## src/rtl/y86_regfile.sv

```systemverilog
`default_nettype none
// +--------------------------------------------------------------------------+
// | y86_regfile: Y86 architectural register file, dual write / dual read,    |
// | same-cycle bypass, wrapping write counter and sticky illegal-ID flag.    |
// | Revision: 1.0                                                            |
// +--------------------------------------------------------------------------+
module y86_regfile #(
   parameter int DATA_W = 32,
   parameter int ID_W   = 8,
   parameter int NREG   = 8,
   parameter int BYPASS = 1
) (
   input  logic              clk,
   input  logic              rst,
   input  logic [ID_W-1:0]   wb_dstE,
   input  logic [DATA_W-1:0] wb_valE,
   input  logic [ID_W-1:0]   wb_dstM,
   input  logic [DATA_W-1:0] wb_valM,
   input  logic [ID_W-1:0]   d_srcA,
   input  logic [ID_W-1:0]   d_srcB,
   output logic [DATA_W-1:0] d_rvalA,
   output logic [DATA_W-1:0] d_rvalB,
   output logic [15:0]       wr_cnt,
   output logic              id_err,
   input  logic              id_err_clr
);

   localparam int              IDX_W    = (NREG > 1) ? $clog2(NREG) : 1;
   localparam logic [ID_W-1:0] ID_NONE  = ID_W'(15);
   localparam logic [ID_W-1:0] ID_LIMIT = ID_W'(NREG);

   logic [DATA_W-1:0] regs_q [NREG];
   logic [DATA_W-1:0] regs_d [NREG];
   logic [15:0]       wr_cnt_q, wr_cnt_d;
   logic              id_err_q, id_err_d;

   logic e_legal, m_legal, a_legal, b_legal;
   logic e_bad, m_bad, a_bad, b_bad;
   logic we_e, we_m;
   logic [1:0] wr_inc;

   assign e_legal = (wb_dstE < ID_LIMIT);
   assign m_legal = (wb_dstM < ID_LIMIT);
   assign a_legal = (d_srcA < ID_LIMIT);
   assign b_legal = (d_srcB < ID_LIMIT);

   assign e_bad = !e_legal && (wb_dstE != ID_NONE);
   assign m_bad = !m_legal && (wb_dstM != ID_NONE);
   assign a_bad = !a_legal && (d_srcA != ID_NONE);
   assign b_bad = !b_legal && (d_srcB != ID_NONE);

   // M port owns the destination when both ports target the same register.
   assign we_m   = m_legal;
   assign we_e   = e_legal && !(m_legal && (wb_dstM == wb_dstE));
   assign wr_inc = {1'b0, we_e} + {1'b0, we_m};

   always_comb begin
      for (int i = 0; i < NREG; i++) begin
         regs_d[i] = regs_q[i];
      end
      if (we_e) begin
         regs_d[wb_dstE[IDX_W-1:0]] = wb_valE;
      end
      if (we_m) begin
         regs_d[wb_dstM[IDX_W-1:0]] = wb_valM;
      end
      wr_cnt_d = wr_cnt_q + 16'(wr_inc);
      id_err_d = e_bad || m_bad || a_bad || b_bad || (id_err_q && !id_err_clr);
   end

   always_ff @(posedge clk or negedge rst) begin
      if (!rst) begin
         for (int i = 0; i < NREG; i++) begin
            regs_q[i] <= '0;
         end
         wr_cnt_q <= '0;
         id_err_q <= 1'b0;
      end else begin
         for (int i = 0; i < NREG; i++) begin
            regs_q[i] <= regs_d[i];
         end
         wr_cnt_q <= wr_cnt_d;
         id_err_q <= id_err_d;
      end
   end

   function automatic logic [DATA_W-1:0] read_port(input logic [ID_W-1:0] src,
                                                   input logic            legal);
      logic [DATA_W-1:0] r;
      r = '0;
      if (legal) begin
         r = regs_q[src[IDX_W-1:0]];
         if (BYPASS != 0) begin
            if (m_legal && (src == wb_dstM)) begin
               r = wb_valM;
            end else if (e_legal && (src == wb_dstE)) begin
               r = wb_valE;
            end
         end
      end
      return r;
   endfunction

   always_comb begin
      d_rvalA = read_port(d_srcA, a_legal);
      d_rvalB = read_port(d_srcB, b_legal);
   end

   assign wr_cnt = wr_cnt_q;
   assign id_err = id_err_q;

endmodule
`default_nettype wire
```

## config.mk

```make
export PLATFORM = sky130hd
export DESIGN_NAME = y86_regfile
export DESIGN_NICKNAME = d
export VERILOG_FILES = /design/src/rtl/y86_regfile.sv
export SDC_FILE = /design/constraint.sdc
export NUM_CORES = 1
export LEC_CHECK = 0
export CAP_MARGIN = 20
export CORE_AREA = 2 2 183 185
export DETAILED_ROUTE_END_ITERATION = 7
export DIE_AREA = 0 0 185 187
export HOLD_SLACK_MARGIN = 0.1
export PLACE_DENSITY = 0.85
export SETUP_SLACK_MARGIN = 0.1
export SLEW_MARGIN = 20
export SYNTH_ARGS = -nofsm -noshare
export SYNTH_HDL_FRONTEND = slang
export SYNTH_SLANG_ARGS = --single-unit
```

## constraint.sdc

```tcl
create_clock -name clk -period 3.2 [get_ports clk]
set_clock_uncertainty 0.1 [all_clocks]
set_input_delay 0.48 -clock clk [delete_from_list [all_inputs] [get_ports clk]]
set_output_delay 0.48 -clock clk [all_outputs]
set_load 0.01 [all_outputs]
```

* Word level (Yosys, flattened, before mapping)
Cells that the tools add are included.
Cells by class: add/sub/neg operators 2, magnitude comparators 10, eq/ne operators 9, multiplexer cells 20, bitwise gates (word level) 4, reductions and logical operators 23
Operators by type and width (count):
- 256-bit bitwise mux | 2
- 256-bit 2-to-1 mux | 2
- 32-bit 2-to-1 mux | 12
- 32-bit binary-select mux with 3-bit select | 2
- 32-bit demux with 3-bit select | 2
- 8-bit equality test | 5
- 8-bit by 4-bit < comparator with 1-bit output (second input constant) | 4
- 8-bit by 4-bit inequality test with 1-bit output (second input constant) | 4
- 16-bit by 2-bit adder with 16-bit output | 1
- 4-bit greater-or-equal comparator (second input constant) | 4
- 3-bit NOT with 4-bit output | 4
- 1-bit logical AND | 13
- 4-bit by 1-bit < comparator with 1-bit output (second input constant) | 2
- 1-bit zero test | 6
- 1-bit logical OR | 4
- 1-bit by 1-bit adder with 2-bit output | 1
Word-level totals: register bits 273, bits of input ports 99, output and inout port bits 81, logic and storage cells 78

* Longest topological paths before layout
word-level depth 9, mapped depth 10, mapped depth without buffers 9

* Worst setup path before layout
No wires, ideal clock.
path kind input -> output, from in wb_dstE[4], to out d_rvalB[8], arrival 2.388 ns, data required time 2.620 ns, path slack 0.232 ns, cell stages on the path 8, buffers on the path 3, path through or4_1 -> or2_1 -> buf_2 -> or3_1 -> buf_2 -> buf_6 -> mux2i_1 -> a21oi_1
Between the ends: cells in the longest elaborated chain, start to end 5, elaborated cells on any way between the ends 6, classes of those cells order compare (1); eq/ne (1); mux (3); reduce/logical (1)
Ends and longest elaborated chain:
- from (decl) | line 15 | input logic [ID_W-1:0] wb_dstE,
- 8-bit by 4-bit < comparator with 1-bit output / 8-bit equality test (equally long branches) | line 42, 96
- 1-bit logical AND (*) | line 96 | end else if (e_legal && (src == wb_dstE)) begin
- 32-bit 2-to-1 mux (*) | line 96
- 32-bit 2-to-1 mux (*) | line 94 | if (m_legal && (src == wb_dstM)) begin
- 32-bit 2-to-1 mux (*) | line 91 | if (legal) begin
- to (decl) | line 22 | output logic [DATA_W-1:0] d_rvalB,
Mark *: on every way between the ends. The rest lies on a longest branch, timed or not.

* Final worst setup path
from in wb_dstE[7], to out d_rvalB[8]
Same word-level chain as after synthesis.

==> metrics.md <==
| Metric | Value |
|---|---|
| Port Buf Inserts | 179 |
| Placement Setup Slack | -0.793 ns |
| Post-layout min period | 3.18 ns |
| Placed Instance Area | 22100 um2 |
| Post-DP HPWL | 41.8 mm |
| Largest net degree at the start of global routing | 92 |
| Worst-path clk slew | 0.07 ns |
| Final worst-path setup slack | 0.0243 ns |
| TritonRoute pass-1 iters | 8 |
| Sequential share of the synthesized area | 0.358 |
| F_max | 315 MHz |
| GRT Residual Overflow | 0 |
| Design area | 23300 um2 |
| Critical Path Sink Type | primary output |
| Yosys reg bits | 273 |
| Post-synth ARST share | 1.00 |
| Synth cell types | 43 |
| Vias in the first global route | 20900 |
| DR DRC count | 0 |
| Clk_lat worst skew | 0.57 ns |
| IO Count | 180 |
| Worst setup SP type | input port |
| Cells after Synth | 2104 |
| Synthesized area | 19100 um2 |
| CTS buffer count | 29 |
| Worst vdd ir | 0.000451 V |
| DRT antenna net count | 0 |
| Synth top area cells | dfrtp_1 36%, mux4_2 15%, a31oi_1 8.4% |
| Initial DRC Count | 4123 |
| Clock buffer depth | 3 |
| Status | complete, no violations |
| P&R area growth vs syn | 22.1% |
| Total chip power | 11.0 mW |
| Tot GR Track Use | 0.433 |
| Final wirelength | 75.8 mm |
| Final Max Slew Viols | 0 |
| Num rows | 67 |
| Post-synth top area share | 0.358 |
| Drt wl/cell | 28.3 um |
| Routability Congestion | 0.936 |
| Most frequent cell after synthesis | o21ai_0 |
| Power density cells | 471 nW/um2 |
| Layout cell share with drive strength beyond 1 | 0.244 |
| Mapped Avg Cell Area | 9.06 um2 |
| RSZ-0062 raised after global routing | true |
| Initial antenna violation count | 3 |
| # H-tree levels | 1 |
| Routed vias/inst | 7.63 |
| Die Wd | 185 um |
| NumNets Final | 2310 |
| Filler cells | 2289 |
| Worst-Margin Slew | 0.804 ns |
| Die ar. | 34600 um2 |
| Final Core Density | 0.708 |
| Synth warnings | 0 |
| WS Path Type | in -> out |
| Critical Path Fanout Max | 6 |
| Required @ worst endpoint | 2.62 ns |
| Leak | 9.70 nW |
| Root Driver | clkbuf_16 |
| Global-route wire length before repair | 116 mm |
| Rel. slew slack | 0.464 |
| Final period utilization | 0.992 |
| Top cells by count, synth | 279 x o21ai_0, 273 x dfrtp_1, 272 x nand3_1 |
| Initial Util | 0.580 |
| Critical path data arrival time | 2.60 ns |
| Core Area | 32900 um2 |
| Min-delay worst type | in -> reg |
| Synth area leader | dfrtp_1 |
| Syn_nets | 2205 |
| Finish-stage setup viols | 0 |
| Die Ht | 187 um |
| CTS Sinks | 273 |
| Final Hold Fails | 0 |
| Post-synth EDFFs | 0 |
| Vias | 20400 |
| Max Cap Violations | 0 |
| CTS tree | yes |
| Synth Flop Type | dfrtp_1 |
| Final TNS setup | 0 ns |
## layer usage
metal	vias up	wire length, um	track usage
li1	8081	-	-
met2	2189	33200	0.631
met3	604	12000	0.141
met1	9559	24200	0.537
met5	-	31	0.00571
met4	4	6350	0.324
## flip-flops by register name, indices dropped and copies added (netlist names)
name,count
regs_q,256
wr_cnt,16
id_err,1
## cells by family after synthesis
kind of cell | count (synthesis) | synth area share
muxes | 255 | 0.222
adders and majority gates | 2 | 0.00171
xor gates and xnor gates | 49 | 0.0225
and+or+nand+nor | 582 | 0.138
AOI/OAI and AO/OA | 648 | 0.189
buffers and inverters | 295 | 0.0676
DFF | 273 | 0.358
## path summary, 6_finish.rpt
kind | from | endpoint | slack, ns | cells after the start
min in group asynchronous | rst | regs_q[28]$_DFF_PN0_ | 0.44 | 2
max in group asynchronous | rst | regs_q[20]$_DFF_PN0_ | 1.75 | 3
max | wb_dstE[7] | d_rvalB[8] | 0.02 | 8
min reg2reg | wr_cnt[15]$_DFF_PN0_ | wr_cnt[15]$_DFF_PN0_ | 0.37 | 1
max reg2reg | wr_cnt[0]$_DFF_PN0_ | wr_cnt[14]$_DFF_PN0_ | 1.41 | 7
min | wb_dstE[6] | id_err$_DFF_PN0_ | 0.23 | 5
## report_power, final
group	internal, mW	leakage (nW)	total [mW]	switching [mW]
sequential	4.09	3.56	4.62	0.528
combinational	1.45	5.68	2.85	1.40
clock	1.97	0.456	3.49	1.53
## layout by cell type (no fill, tap or decap), types with 4 or more instances in the layout
cell type	synthesis	final
xnor2_1	18	17
mux2i_1	64	59
buf_4	5	117
mux2i_2	0	4
o21ai_0	279	252
clkbuf_1	173	5
mux2_2	63	63
nand2_2	0	4
o21ai_1	40	66
clkinvlp_4	0	6
nand2_1	10	6
buf_16	0	6
clkinv_2	0	4
nand3_1	272	266
nand3_2	0	4
clkbuf_16	0	33
mux4_2	128	128
buf_6	12	8
a21oi_1	63	60
buf_2	39	70
dlygate4sd2_1	0	11
dfrtp_1	273	273
or4_1	5	4
clkbuf_8	0	6
xor2_1	31	31
buf_12	0	56
clkdlybuf4s50_1	0	86
dlymetal6s2s_1	0	4
nand4_1	7	7
a31oi_1	257	257
nor2_1	266	262
## worst max-delay path, cell delays in order
cell and delay, ns:
buf_8 0.10, or4_4 0.53, or2_4 0.26, or3_4 0.54
buf_12 0.20, mux2i_1 0.11, a21oi_1 0.21, buf_2 0.16
## per-stage QoR
stage               hold WS [ns]  std cells
CTS                        0.233       2674
detailed placement         0.366       2602
global route               0.243       2680
global placement           0.362       2602
finish                     0.227       2680
floorplan                 0.0844       2104
## cell type report
type	count	area [um2]	area share
repair buffers	367	3770	0.162
multi-input cells	1536	11100	0.479
clock inverters	13	134	0.00575
inverters	2	7.51	0.000322
diodes	1	2.50	0.000107
well taps	448	561	0.0241
clock buffers	40	827	0.0355
flip-flops and latches	273	6830	0.293
## what timing repair did
| item | 4_1_cts | 5_1_grt |
|---|---|---|
| endpoints found under the hold margin | 85 | 0 |
| resized for setup | 349 | 20 |
| buffers inserted | 11 | 4 |
| endpoints found under the setup margin | 64 | 64 |
| hold buffers | 1 | 0 |
| pin swaps | 32 | 53 |
| gates cloned | 8 | 4 |
Note: power is estimated with default switching activity, not from simulation.
